**config.mk**
```make
export PLATFORM = sky130hd
export DESIGN_NAME = dpll_loop_ctrl
export DESIGN_NICKNAME = d
export VERILOG_FILES = /design/src/rtl/dpll_pkg.sv /design/src/rtl/dpll_lock_window.sv /design/src/rtl/dpll_loop_ctrl.sv
export SDC_FILE = /design/constraint.sdc
export NUM_CORES = 1
export LEC_CHECK = 0
export BUFFER_PORTS_ARGS = -buffer_cell sky130_fd_sc_hd__buf_4
export CORE_ASPECT_RATIO = 1.5
export CORE_UTILIZATION = 40
export DETAILED_ROUTE_END_ITERATION = 10
export HOLD_SLACK_MARGIN = 0.05
export PLACE_DENSITY = 0.67
export RECOVER_POWER = 50
export SYNTH_ARGS = -nofsm -noshare
export SYNTH_HDL_FRONTEND = slang
export SYNTH_SLANG_ARGS = --single-unit
```
**constraint.sdc**
```tcl
create_clock -name clk -period 20.2 [get_ports clk]
set_input_delay 6.06 -clock clk [delete_from_list [all_inputs] [get_ports clk]]
set_output_delay 6.06 -clock clk [all_outputs]
set_load 0.03 [all_outputs]
```
**src/rtl/dpll_pkg.sv**
```systemverilog
// +-----------------------------------------------------------------------+
// | Package     : dpll_pkg                                                |
// | Description : Shared definitions for the DPLL loop controller: the    |
// |               loop state encoding and the default NCO word width.     |
// | Revision    : 1.0 - initial release                                   |
// +-----------------------------------------------------------------------+
`default_nettype none

package dpll_pkg;

   localparam int FW_W_DEF = 32;

   typedef enum logic [1:0] {
      ST_IDLE  = 2'b00,
      ST_ACQ   = 2'b01,
      ST_TRACK = 2'b10,
      ST_HOLD  = 2'b11
   } dpll_state_t;

endpackage

`default_nettype wire

```
**src/rtl/dpll_lock_window.sv**
```systemverilog
// +-----------------------------------------------------------------------+
// | Module      : dpll_lock_window                                        |
// | Description : Lock qualifier. Counts phase events into windows of     |
// |               LOCK_WIN events while summing their signs; flags each   |
// |               closing event and whether its window was good, and      |
// |               keeps a saturating count of consecutive good windows.   |
// | Ports       : clk, reset     - clock, async active-high reset         |
// |               clear          - drop partial window and good count     |
// |               event_in       - a phase event is present this cycle    |
// |               sign_neg       - sign of that event (1 = negative)      |
// |               window_done    - this event closes the window (comb)    |
// |               window_good    - closing window |sum| <= LOCK_TOL (comb)|
// |               good_count     - consecutive good windows (registered)  |
// | Revision    : 1.0 - initial release                                   |
// +-----------------------------------------------------------------------+
`default_nettype none

module dpll_lock_window
   import dpll_pkg::*;
#(
   parameter int LOCK_WIN     = 16,
   parameter int LOCK_TOL     = 4,
   parameter int LOCK_CONFIRM = 2
)(
   input  logic       clk,
   input  logic       reset,
   input  logic       clear,
   input  logic       event_in,
   input  logic       sign_neg,
   output logic       window_done,
   output logic       window_good,
   output logic [7:0] good_count
);

   logic        [15:0] cnt;
   logic signed [15:0] sum;
   logic signed [15:0] sum_n;
   logic        [15:0] abs_sum;

   // The closing event's own sign belongs to the window it closes.
   assign sum_n       = sign_neg ? (sum - 16'sd1) : (sum + 16'sd1);
   assign abs_sum     = sum_n[15] ? 16'(-sum_n) : 16'(sum_n);
   assign window_done = event_in && (cnt == 16'(LOCK_WIN - 1));
   assign window_good = (abs_sum <= 16'(LOCK_TOL));

   always_ff @(posedge clk or posedge reset) begin
      if (reset) begin
         cnt        <= '0;
         sum        <= '0;
         good_count <= '0;
      end else if (clear) begin
         cnt        <= '0;
         sum        <= '0;
         good_count <= '0;
      end else if (event_in) begin
         if (window_done) begin
            cnt <= '0;
            sum <= '0;
            if (!window_good)
               good_count <= '0;
            else if (good_count < 8'(LOCK_CONFIRM))
               good_count <= good_count + 8'd1;
         end else begin
            cnt <= cnt + 16'd1;
            sum <= sum_n;
         end
      end
   end

endmodule

`default_nettype wire

```
**src/rtl/dpll_loop_ctrl.sv**
```systemverilog
// +-----------------------------------------------------------------------+
// | Module      : dpll_loop_ctrl                                          |
// | Description : Bang-bang DPLL loop filter and lock controller. Each    |
// |               phase event steps a saturating integrator and sets a    |
// |               proportional term, with gains chosen by loop state      |
// |               (ACQUIRE / TRACK); freq_word = F_NOM + integ + prop.    |
// | Build macro : DPLL_LOOP_CTRL_HOLDOVER_EN - adds HOLD state entered    |
// |               after HOLD_TIMEOUT event-free cycles in TRACK.          |
// | Ports       : clk, reset     - clock, async active-high reset         |
// |               enable         - loop run request                       |
// |               phase_error    - signed detector output, 0 = no event   |
// |               freq_word      - registered NCO tuning word             |
// |               locked         - high in TRACK / HOLD                   |
// |               state          - 00 IDLE 01 ACQ 10 TRACK 11 HOLD        |
// |               integ          - integral accumulator (observation)     |
// | Revision    : 1.0 - initial release                                   |
// +-----------------------------------------------------------------------+
`default_nettype none

module dpll_loop_ctrl
   import dpll_pkg::*;
#(
   parameter int              FW_W         = FW_W_DEF,
   parameter logic [FW_W-1:0] F_NOM        = 32'h0147_AE14,
   parameter int              KP_ACQ       = 4096,
   parameter int              KI_ACQ       = 256,
   parameter int              KP_TRK       = 256,
   parameter int              KI_TRK       = 4,
   parameter int              INTEG_LIM    = 1048576,
   parameter int              LOCK_WIN     = 16,
   parameter int              LOCK_TOL     = 4,
   parameter int              LOCK_CONFIRM = 2,
   parameter int              HOLD_TIMEOUT = 65535
)(
   input  logic                   clk,
   input  logic                   reset,
   input  logic                   enable,
   input  logic signed [15:0]     phase_error,
   output logic [FW_W-1:0]        freq_word,
   output logic                   locked,
   output logic [1:0]             state,
   output logic signed [FW_W-1:0] integ
);

   localparam logic signed [FW_W-1:0] LIM = FW_W'(INTEG_LIM);

   dpll_state_t            st_q, st_n;
   logic signed [FW_W-1:0] prop_q, prop_n, integ_n;
   logic [FW_W-1:0]        fw_n;
   logic signed [FW_W-1:0] kp, ki, step_i, prop_ev, integ_sum, integ_sat;
   logic                   evt, neg, run;
   logic                   win_done, win_good, confirm;
   logic [7:0]             good_count;

`ifdef DPLL_LOOP_CTRL_HOLDOVER_EN
   logic [31:0]            idle_q, idle_n;
`endif

   assign evt   = (phase_error != 16'sd0);
   assign neg   = phase_error[15];
   assign run   = (st_q == ST_ACQ) || (st_q == ST_TRACK);
   assign state = st_q;

   // Gains follow the state in force when the event arrives, so a gain
   // change takes effect from the first event after a transition.
   assign kp        = (st_q == ST_TRACK) ? FW_W'(KP_TRK) : FW_W'(KP_ACQ);
   assign ki        = (st_q == ST_TRACK) ? FW_W'(KI_TRK) : FW_W'(KI_ACQ);
   assign step_i    = neg ? -ki : ki;
   assign prop_ev   = neg ? -kp : kp;
   assign integ_sum = integ + step_i;
   assign integ_sat = (integ_sum > LIM)  ? LIM  :
                      (integ_sum < -LIM) ? -LIM : integ_sum;

   // The closing event of the LOCK_CONFIRM-th good window triggers TRACK.
   assign confirm = (int'(good_count) + 1) >= LOCK_CONFIRM;

   dpll_lock_window #(
      .LOCK_WIN     (LOCK_WIN),
      .LOCK_TOL     (LOCK_TOL),
      .LOCK_CONFIRM (LOCK_CONFIRM)
   ) u_lock_window (
      .clk         (clk),
      .reset       (reset),
      .clear       (!enable || !run),
      .event_in    (evt && run),
      .sign_neg    (neg),
      .window_done (win_done),
      .window_good (win_good),
      .good_count  (good_count)
   );

   always_comb begin
      st_n    = st_q;
      integ_n = integ;
      prop_n  = prop_q;
      fw_n    = freq_word;
`ifdef DPLL_LOOP_CTRL_HOLDOVER_EN
      idle_n  = '0;
`endif
      if (!enable) begin
         st_n    = ST_IDLE;
         integ_n = '0;
         prop_n  = '0;
         fw_n    = F_NOM;
      end else begin
         case (st_q)
            ST_IDLE: begin
               st_n    = ST_ACQ;
               integ_n = '0;
               prop_n  = '0;
               fw_n    = F_NOM;
            end
            ST_ACQ, ST_TRACK: begin
               if (evt) begin
                  integ_n = integ_sat;
                  prop_n  = prop_ev;
                  fw_n    = F_NOM + FW_W'($unsigned(integ_sat)) + FW_W'($unsigned(prop_ev));
               end
               if (st_q == ST_ACQ) begin
                  if (win_done && win_good && confirm)
                     st_n = ST_TRACK;
               end else if (win_done && !win_good) begin
                  st_n = ST_ACQ;
               end
`ifdef DPLL_LOOP_CTRL_HOLDOVER_EN
               else if (!evt) begin
                  if (idle_q == 32'(HOLD_TIMEOUT - 1))
                     st_n = ST_HOLD;
                  else
                     idle_n = idle_q + 32'd1;
               end
`endif
            end
`ifdef DPLL_LOOP_CTRL_HOLDOVER_EN
            ST_HOLD: begin
               // freq_word and integ stay frozen; the waking event only
               // re-enters ACQUIRE and is not integrated.
               prop_n = '0;
               if (evt)
                  st_n = ST_ACQ;
            end
`endif
            default: st_n = ST_IDLE;
         endcase
      end
   end

   always_ff @(posedge clk or posedge reset) begin
      if (reset) begin
         st_q      <= ST_IDLE;
         locked    <= 1'b0;
         integ     <= '0;
         prop_q    <= '0;
         freq_word <= F_NOM;
`ifdef DPLL_LOOP_CTRL_HOLDOVER_EN
         idle_q    <= '0;
`endif
      end else begin
         st_q      <= st_n;
         locked    <= (st_n == ST_TRACK) || (st_n == ST_HOLD);
         integ     <= integ_n;
         prop_q    <= prop_n;
         freq_word <= fw_n;
`ifdef DPLL_LOOP_CTRL_HOLDOVER_EN
         idle_q    <= idle_n;
`endif
      end
   end

endmodule

`default_nettype wire

```
; After elaboration in Yosys (flattened, before gate mapping)
; Index checks and enable logic that the tools add are counted.
[word_totals]
regBits = 107
in_bits = 19
word_cells = 79
[classes]
n_addsub = 11
n_lt_le_gt_ge = 5
n_eq_ne = 8
n_mux = 30
n_reduce_logical = 18
[ops]
columns = cell, n
row1 = two-way mux 32 bit, 8
row2 = two-way mux 16 bit, 8
row3 = one-hot mux 32 bit (2 select lines), 2
row4 = adder 32 bit, 2
row5 = two-way mux 8 bit, 5
row6 = adder 25 x 32 -> 32 bit (first input constant), 1
row7 = greater-than comparator 32 x 22 -> 1 bit (second input constant), 1
row8 = less-than comparator 32 x 21 -> 1 bit (second input constant), 1
row9 = negator 13 -> 32 bit, 1
row10 = negator 9 -> 32 bit, 1
row11 = adder 16 x 1 -> 16 bit (second input constant), 1
row12 = adder 16 x 2 -> 16 bit (second input constant), 1
row13 = equality test 16 x 4 -> 1 bit (second input constant), 1
row14 = less-or-equal comparator 16 x 3 -> 1 bit (second input constant), 1
row15 = negator 16 bit, 1
row16 = nonzero test 16 bit, 1
row17 = subtractor 16 x 2 -> 16 bit (second input constant), 1
row18 = two-way mux 13 bit, 1
row19 = adder 8 x 1 -> 9 bit (second input constant), 1
row20 = greater-or-equal comparator 9 x 2 -> 1 bit (second input constant), 1
row21 = two-way mux 9 bit, 1
row22 = adder 8 x 1 -> 8 bit (second input constant), 1
row23 = less-than comparator 8 x 2 -> 1 bit (second input constant), 1
row24 = two-way mux 2 bit, 4
row25 = other kinds (14), 25

; Longest topological paths before layout
; Gate-level depths: netlist of run 1.
[depth]
ltp_word = 13
ltp_mapped = 39
mapped_depth_nobuf = 35

; Cells and area by module
; A second synthesis of run 1 with hierarchy kept.
[unflattened]
cells_unflattened = 1142
hier_area_um2 = 9646.8
[by_module_without_submodules]
columns = mod, instances, cells_each, area_per_inst_um2, seq_area_each_um2
row1 = dpll_loop_ctrl, 1, 788, 6488.7, 1591.5
row2 = dpll_lock_window, 1, 354, 3158.0, 1001.0

; Worst setup path before layout of run 1
; Ideal clock, no wire load.
[synth_timing]
kind = input port to flip-flop
from = in phase_error[15]
to = reg freq_word[29]
t_arrival_ps = 12890
slack_ps = 7189
stages = 38
path_buffers = 5
path_cell_list = buf_4 -> and2_4 -> inv_2 -> buf_6 -> xnor2_1 -> ha_1 -> nor3_2 -> a211oi_2 -> o31ai_1 -> a21boi_1 -> o21ai_0 -> xor2_1 -> or3_1 -> nor4_1 -> nand4_1 -> ha_1 -> buf_1 -> inv_1 -> [2 not listed] -> clkbuf_1 -> clkbuf_1 -> nand2_1 -> ha_1 -> inv_1 -> ha_1 -> inv_1 -> o21bai_1 -> a21oi_1 -> o21ai_0 -> nand2_1 -> a21oi_1 -> a211o_2 -> a211oi_2 -> o221ai_2 -> a41o_1 -> or3_1 -> a32o_1
[synth_between]
elab_chain_cells = 10
[synth_lines]
columns = item, line
row1 = "start, declared", dpll_loop_ctrl.sv:38  ; input logic signed [15:0] phase_error,
row2 = two-way mux 32 bit, dpll_loop_ctrl.sv:68  ; assign step_i = neg ? -ki : ki;
row3 = adder 32 bit, dpll_loop_ctrl.sv:70  ; assign integ_sum = integ + step_i;
row4 = less-than comparator 32 x 21 -> 1 bit, dpll_loop_ctrl.sv:72  ; (integ_sum < -LIM) ? -LIM : integ_sum;
row5 = two-way mux 32 bit, dpll_loop_ctrl.sv:72
row6 = two-way mux 32 bit, dpll_loop_ctrl.sv:71  ; assign integ_sat = (integ_sum > LIM) ? LIM :
row7 = adder 25 x 32 -> 32 bit, dpll_loop_ctrl.sv:117  ; fw_n = F_NOM + FW_W'($unsigned(integ_sat)) + FW_W'($unsigned(prop_ev));
row8 = adder 32 bit, dpll_loop_ctrl.sv:117
row9 = two-way mux 32 bit, dpll_loop_ctrl.sv:114  ; if (evt) begin
row10 = one-hot mux 32 bit (2 select lines), dpll_loop_ctrl.sv:106  ; case (st_q)
row11 = two-way mux 32 bit, dpll_loop_ctrl.sv:100  ; if (!enable) begin
row12 = "end signal, assigned", dpll_loop_ctrl.sv:163  ; freq_word <= fw_n;
row13 = "end, declared", dpll_loop_ctrl.sv:39  ; output logic [FW_W-1:0] freq_word,
; Several ways; a longest one is shown, not always the timed one. The select of a mux whose other input is x is not followed.
; A chain may end at the register's enable or synchronous reset.

; Worst setup path after layout of run 1
; Same ends and word-level chain as after synthesis.

==> run metrics, run 1 <==
Final min period about 14 ns; CP Launch Type input pin; CTS clk-pin slew, worst paths approximately 0.070 ns; Post-CTS Resized 0; number of port buffers 81; Slew HR -105.8%; initial antenna violation count 0; total power approximately 0.73 mW; clock buffer depth 2; hold path endpoint u_lock_window.good_count[3]; period utilisation layout roughly 68%; CTS tree built; via count of the routed design 8,482; htree depth 3; Reg2Reg Capture Point freq_word[29]; Hold Vio Cnt, Final 0; #FFs+latches synth roughly 100; placeable core region about 23,000 um^2; n_diodes 0; DIE WIDTH ~130 um; crit end category flip-flop; R2R setup slack 11.78 ns; Gate Count Post-Synth 1,100; IO Pins 86; Initial DRT Pass Iterations 5; largest net degree at the start of global routing 58; Synth warnings 0; root buffer cell clkbuf_16; first-pass GRT wire length 41,910 um; Post-CTS Setup Repair Bufs 0; CP required between 20 and 25 ns; RSZ-0062 raised after global routing false; Placed Area between 10,000 and 15,000 um^2; Crit Path Category in2reg; max incr delay on CP 0.57 ns; outcome complete, but fails checks; R2R cell count 35; most frequent CP cell ha_1; die span in y 188.3 um; CTS Hold Bufs 0; setup TNS 0 ns; iteration-0 DRC count of the detailed router between 400 and 500; Die Area 23,760 um^2; # DRC 0; number of flops mapped to enable cells by yosys 0; most instantiated library cell after synthesis nand2_1; Starting Density approximately 41%; Avg Inst Size Synth around 8.4 um^2; Synth cell types 89; min-delay src u_lock_window.good_count[3]; post-synth top area share around 25%; R2R Path Start state[0]; CTS Buf Count 9; Seq/Total Area, Yosys between 20 and 30%; vias in the first global route about 8,300; Max-Cap Viols 2; nets approximately 1,300; Worst Path Arrival around 14 ns; Final Setup Violations 0; clk sinks slightly above 100; Detailed Place HPWL just over 20,000 um; GRT Total Usage 22.36%; Hold Crit Depth 1; total wire length about 26,000 um; grt total ovfl 0; power density over the cells approximately 72 nW/um^2; via/cell ratio around 6; RePlAce Congestion ~0.94; share of layout cells above drive strength 1 a little under 8%; peak supply drop approximately 0.047 mV; FMAX between 0.07 and 0.08 GHz; fin. max-slew vios ~110; Layout area overhead 9.209%; most area-consuming cells after synthesis dfrtp_1 (25%), ha_1 (13%), nand2_1 (4.5%), a21oi_1 (4.3%), o21ai_0 (3.8%); slowest CP cell buf_4; top cells by count, synth nand2_1 (111), ha_1 (98), dfrtp_1 (91), a21oi_1 (79), nor2_1 (74); Max FO, Critical Path between 50 and 60; Max Clock Skew approximately 0.0088 ns; worst min path class reg2reg; Worst-Skew Late Latency 0.37 ns; Least-Margin Pin Slew between 3 and 4 ns; Finished Cell Area roughly 10,000 um^2; ys async rst share 100.0%; failing checks max-capacitance violations, max-slew violations; post-route ant nets 0; Syn Std Cell Area 9253 um^2; FILL cells approximately 2,300; wire length per cell between 15 and 20 um; Top FF cell, synth dfrtp_1; Cell Rows 67; area leader, netlist dfrtp_1; P_leak around 4.7 nW
## layout make-up
class | instances | area, um^2 | area share, %
well taps | 276 | 345.3 | 3.418
clock buffers | 12 | 256.5 | 2.538
multi-input cells | 897 | 6230 | 61.65
flip-flops and latches | 103 | 2592 | 25.66
inverters | 60 | 226.5 | 2.241
repair buffers | 86 | 424.2 | 4.198
clock inverters | 4 | 30.03 | 0.2972
## layer usage
metal | vias up | routed length, um | part of all wire (%) | global-route usage (%)
met5 | - | 0 | 0 | 0
met4 | 0 | 1126 | 4.3 | 12.09
met3 | 55 | 782 | 3.0 | 2.584
met2 | 187 | 13880 | 53 | 41.97
met1 | 4089 | 10260 | 39 | 24.19
li1 | 4151 | - | - | -
## logic make-up after synthesis
kind of cell / synth area share (%)
and+or+nand+nor: 19.58
DFF: 28.02
AOI/OAI and AO/OA: 26.32
adders and majority gates: 13.47
other: 0.04053
xor gates and xnor gates: 7.194
muxes: 0.5679
buffers and inverters: 4.814
## power by group
| group | internal (mW) | total, mW | switching, mW |
|---|---|---|---|
| clock network | 0.0908 | 0.175 | 0.0844 |
| registers | 0.223 | 0.235 | 0.0123 |
| logic | 0.112 | 0.317 | 0.205 |
| total | 0.426 | 0.727 | 0.302 |
## critical path, delay by kind of cell
family / cells / cell delay (ns)
compound gates: 13 / 2.75
buf+inv: 4 / 1.39
fa+ha+maj: 4 / 1.35
simple gates: 12 / 2.48
## worst max-delay path by stage
stage	startpoint	endpoint	slack, ns	cells after the start
2_1_floorplan	phase_error[15]	freq_word[29]	7.19	38
3_3_place_gp	phase_error[15]	freq_word[29]	6.19	33
3_5_place_dp	phase_error[15]	freq_word[29]	6.05	33
4_1_cts	phase_error[15]	freq_word[29]	6.42	34
5_1_grt	phase_error[15]	freq_word[29]	5.83	33
6_report	phase_error[15]	freq_word[29]	6.39	33
## through the flow
stage	util, %	hold WS [ns]	setup WS, ns	std cells
after floorplan	-	0.4538	7.189	1103
after CTS	45.80	0.4916	6.420	1438
after global placement	44.53	0.4675	6.188	1422
after global routing	44.81	0.5040	5.835	1438
after detailed placement	44.53	0.4715	6.049	1422
final	44.81	0.4839	6.389	1438
## cells in the final DEF (no fill, tap or decap), drive strengths merged, types with 30 or more instances in the layout
master,instances
dfrtp,91
xnor2,36
a21oi,82
ha,98
nor2,74
nor3,30
xor2,40
inv,59
clkbuf,72
o21ai,79
nand2,111
## sequential cells by signal (all words and copies together), names as in the netlist
| signal | count |
|---|---|
| freq_word | 30 |
| integ | 30 |
| locked | 1 |
| state | 2 |
| u_lock_window.cnt | 16 |
| u_lock_window.good_count | 8 |
| u_lock_window.sum | 16 |
Note: power is estimated with default switching activity, not from simulation.
==> run 2, diff against run 1 <==
Settings changed: ABC_AREA from default to 1, PLACE_DENSITY 0.67 to 0.69.
Clock period 20.2 ns to 12.4 ns, I/O delays scaled along.
==> run metrics, run 2 <==
FMAX roughly 0.11 GHz; via/cell ratio 5.282 (was 5.898); Seq/Total Area, Yosys 25.44% (was 28.02%); clk sinks 103 (unchanged); post-synth top area share 22.34% (was 24.61%); largest net degree at the start of global routing 61 (was 58); Synth warnings 0 (unchanged); P_leak 5.732 nW (was 4.670 nW); CP Launch Type input pin (unchanged); clock buffer depth 2 (unchanged); WP buf/inv 6 (was 4); Max Clock Skew 0.01745 ns (was 0.008810 ns); cell family with most CP delay simple AND/OR/NAND/NOR gates (was compound AO/OA/AOI/OAI gates); Detailed Place HPWL 25,280 um (was 20,270 um); Worst-Skew Late Latency 0.37 ns (about the same); Top FF cell, synth dfrtp_1 (unchanged); commonest non-fill, non-tap cell in the layout nand2_1 (unchanged); GRT Total Usage 24.85% (was 22.36%); peak supply drop 0.06734 mV (was 0.04662 mV); via count of the routed design 10,370 (was 8,482); Hold Crit Depth 2 (was 1); CP required 12.66 ns (was 20.45 ns); Max FO, Critical Path 60 (was 57); Hold Vio Cnt, Final 0 (unchanged); RSZ-0062 raised after global routing false (unchanged); Least-Margin Pin Slew 2.728 ns (was 3.087 ns); Die Area 26,130 um^2 (was 23,760 um^2); wire length per cell 15.85 um (was 18.12 um); Avg Inst Size Synth 6.554 um^2 (was 8.411 um^2); crit end category flip-flop (unchanged); vias in the first global route 10,520 (was 8,329); outcome complete, but fails checks (unchanged); root buffer cell clkbuf_16 (unchanged); Max-Cap Viols 2 (unchanged); IO Pins 86 (unchanged); n_diodes 0 (unchanged); FF/Latch Area 2592 um^2 (unchanged); Layout area overhead 9.638% (was 9.209%); CTS Buf Count 9 (unchanged); Starting Density 40.68% (was 41.03%); CTS Hold Bufs 0 (unchanged); Initial DRT Pass Iterations 5 (unchanged); Syn Std Cell Area 10,190 um^2 (was 9253 um^2); failing checks max-capacitance violations, max-slew violations (unchanged); area leader, netlist dfrtp_1 (unchanged); Synth cell types 56 (was 89); Gate Count Post-Synth 1,555 (was 1,100); fin. max-slew vios 106 (unchanged); multi-input logic area 6571 um^2 (was 6230 um^2); DIE WIDTH 132.3 um (was 126.2 um); grt total ovfl 0 (unchanged); post-route ant nets 0 (unchanged); Placed Area 11,130 um^2 (was 10,040 um^2); iteration-0 DRC count of the detailed router 539 (was 421); die span in y 197.5 um (was 188.3 um); FILL cells 2,741 (was 2,274); placeable core region 25,050 um^2 (was 22,550 um^2); Final min period roughly 9.5 ns; RePlAce Congestion 0.9856 (was 0.9438); most frequent cells in the layout nand2_1 (399), inv_1 (233), nor2_1 (144), a21oi_1 (107), nand3_1 (102) (was nand2_1 (111), ha_1 (98), dfrtp_1 (91), a21oi_1 (79), nor2_1 (73)); Finished Cell Area 11,170 um^2 (was 10,100 um^2); Slew HR -82.90% (was -105.8%); power density over the cells 102.7 nW/um^2 (was 71.96 nW/um^2); Crit Path Category in2reg (unchanged); R2R cell count 30 (was 35); period utilisation layout between 70% and 80%; #FFs+latches synth 103 (unchanged); number of flops mapped to enable cells by yosys 0 (unchanged); number of port buffers 81 (unchanged); Post-CTS Setup Repair Bufs 0 (unchanged); most frequent CP cell nand2_1 (was ha_1); htree depth 3 (unchanged); slowest CP cell buf_4 (unchanged); CTS tree built (unchanged); worst min path class reg2reg (unchanged); # DRC 0 (unchanged); top cells by count, synth nand2_1 (399), inv_1 (234), nor2_1 (145), a21oi_1 (107), nand3_1 (102) (was nand2_1 (111), ha_1 (98), dfrtp_1 (91), a21oi_1 (79), nor2_1 (74)); Cell Rows 71 (was 67); setup TNS 0 ns (unchanged); nets 1,749 (was 1,275); total wire length 31,130 um (was 26,050 um); ys async rst share 100.0% (unchanged); Worst Path Arrival 9.77 ns (was 14.06 ns); max incr delay on CP 0.63 ns (was 0.57 ns); Post-CTS Resized 0 (unchanged); most instantiated library cell after synthesis nand2_1 (unchanged); CTS clk-pin slew, worst paths 0.08 ns (was 0.07 ns); Crit. path cell count 31 (was 33); Final Setup Violations 0 (unchanged); Layout Utilization 44.60% (was 44.81%); first-pass GRT wire length 51,350 um (was 41,910 um); most area-consuming cells after synthesis dfrtp_1 (22%), nand2_1 (15%), ha_1 (12%), inv_1 (8.6%), nor2_1 (5.3%) (was dfrtp_1 (25%), ha_1 (13%), nand2_1 (4.5%), a21oi_1 (4.3%), o21ai_0 (3.8%)); share of layout cells above drive strength 1 8.068% (was 7.831%); initial antenna violation count 0 (unchanged); largest registers freq_word x30, integ x30 (unchanged)
[run 2: cell types whose count changed after synthesis, moves of 25 or more]
cell     delta
nand2_2    +25
nand3_1    +74
nand2_1   +288
a21oi_1    +28
inv_1     +175
o21ai_0    +31
nor2_1     +71
[run 2: layer usage]
layer	up-vias	share of wire [%]	global-route usage (%)
li1	5234	-	-
met1	4787	38	25.16
met2	253	52	47.68
met3	99	4.1	3.516
met4	0	5.7	15.07
met5	-	0	0
[run 2: worst paths after layout]
kind | end | slack (ns) | start
min reg2reg | freq_word[2] | 0.48 | freq_word[2]
min in group asynchronous | u_lock_window.sum[7] | 4.12 | reset
max reg2reg | freq_word[27] | 6.02 | state[0]
min | freq_word[2] | 0.48 | freq_word[2]
max | freq_word[27] | 2.89 | phase_error[15]
max in group asynchronous | u_lock_window.cnt[4] | 5.15 | reset
[run 2: cells by family after synthesis]
logic type	Yosys count	synth area share, %
other	1	0.03680
adder cells (fa/ha/maj)	99	12.23
flip-flops	103	25.44
AO/OA/AOI/OAI	273	14.89
AND/OR/NAND/NOR	778	34.02
XOR/XNOR	36	3.168
buffers and inverters	265	10.21
[run 2: cell type report]
type	count	area share, %
Multi-Input combinational cell	1190	58.81
Sequential cell	103	23.20
Inverter	241	8.108
Timing Repair Buffer	86	3.763
Tap cell	328	3.673
Clock buffer	9	2.016
Clock inverter	7	0.4255
[run 2: per-stage QoR]
step	worst slack [ns]	cells	power [mW]	hold slack (ns)
finish	2.887	1964	1.148	0.4780
global route	2.284	1964	1.236	0.4944
global placement	2.757	1948	0.8814	0.4587
floorplan	4.069	1558	0.7394	0.4570
detailed placement	2.620	1948	0.8843	0.4665
CTS	2.976	1964	1.169	0.4812
[run 2: report_power, final]
group | switching [mW] | total, mW | internal [mW] | leakage (nW)
logic | 0.346 | 0.498 | 0.152 | 4.22
registers | 0.0148 | 0.371 | 0.356 | 1.38
clock network | 0.142 | 0.279 | 0.137 | 0.132
total | 0.503 | 1.15 | 0.645 | 5.73
[run 2: worst min-delay path: cells and delay by family, from the launching register on]
kind             cells  cell delay (ns)
flip-flops           1             0.38
AND/OR/NAND/NOR      2             0.11
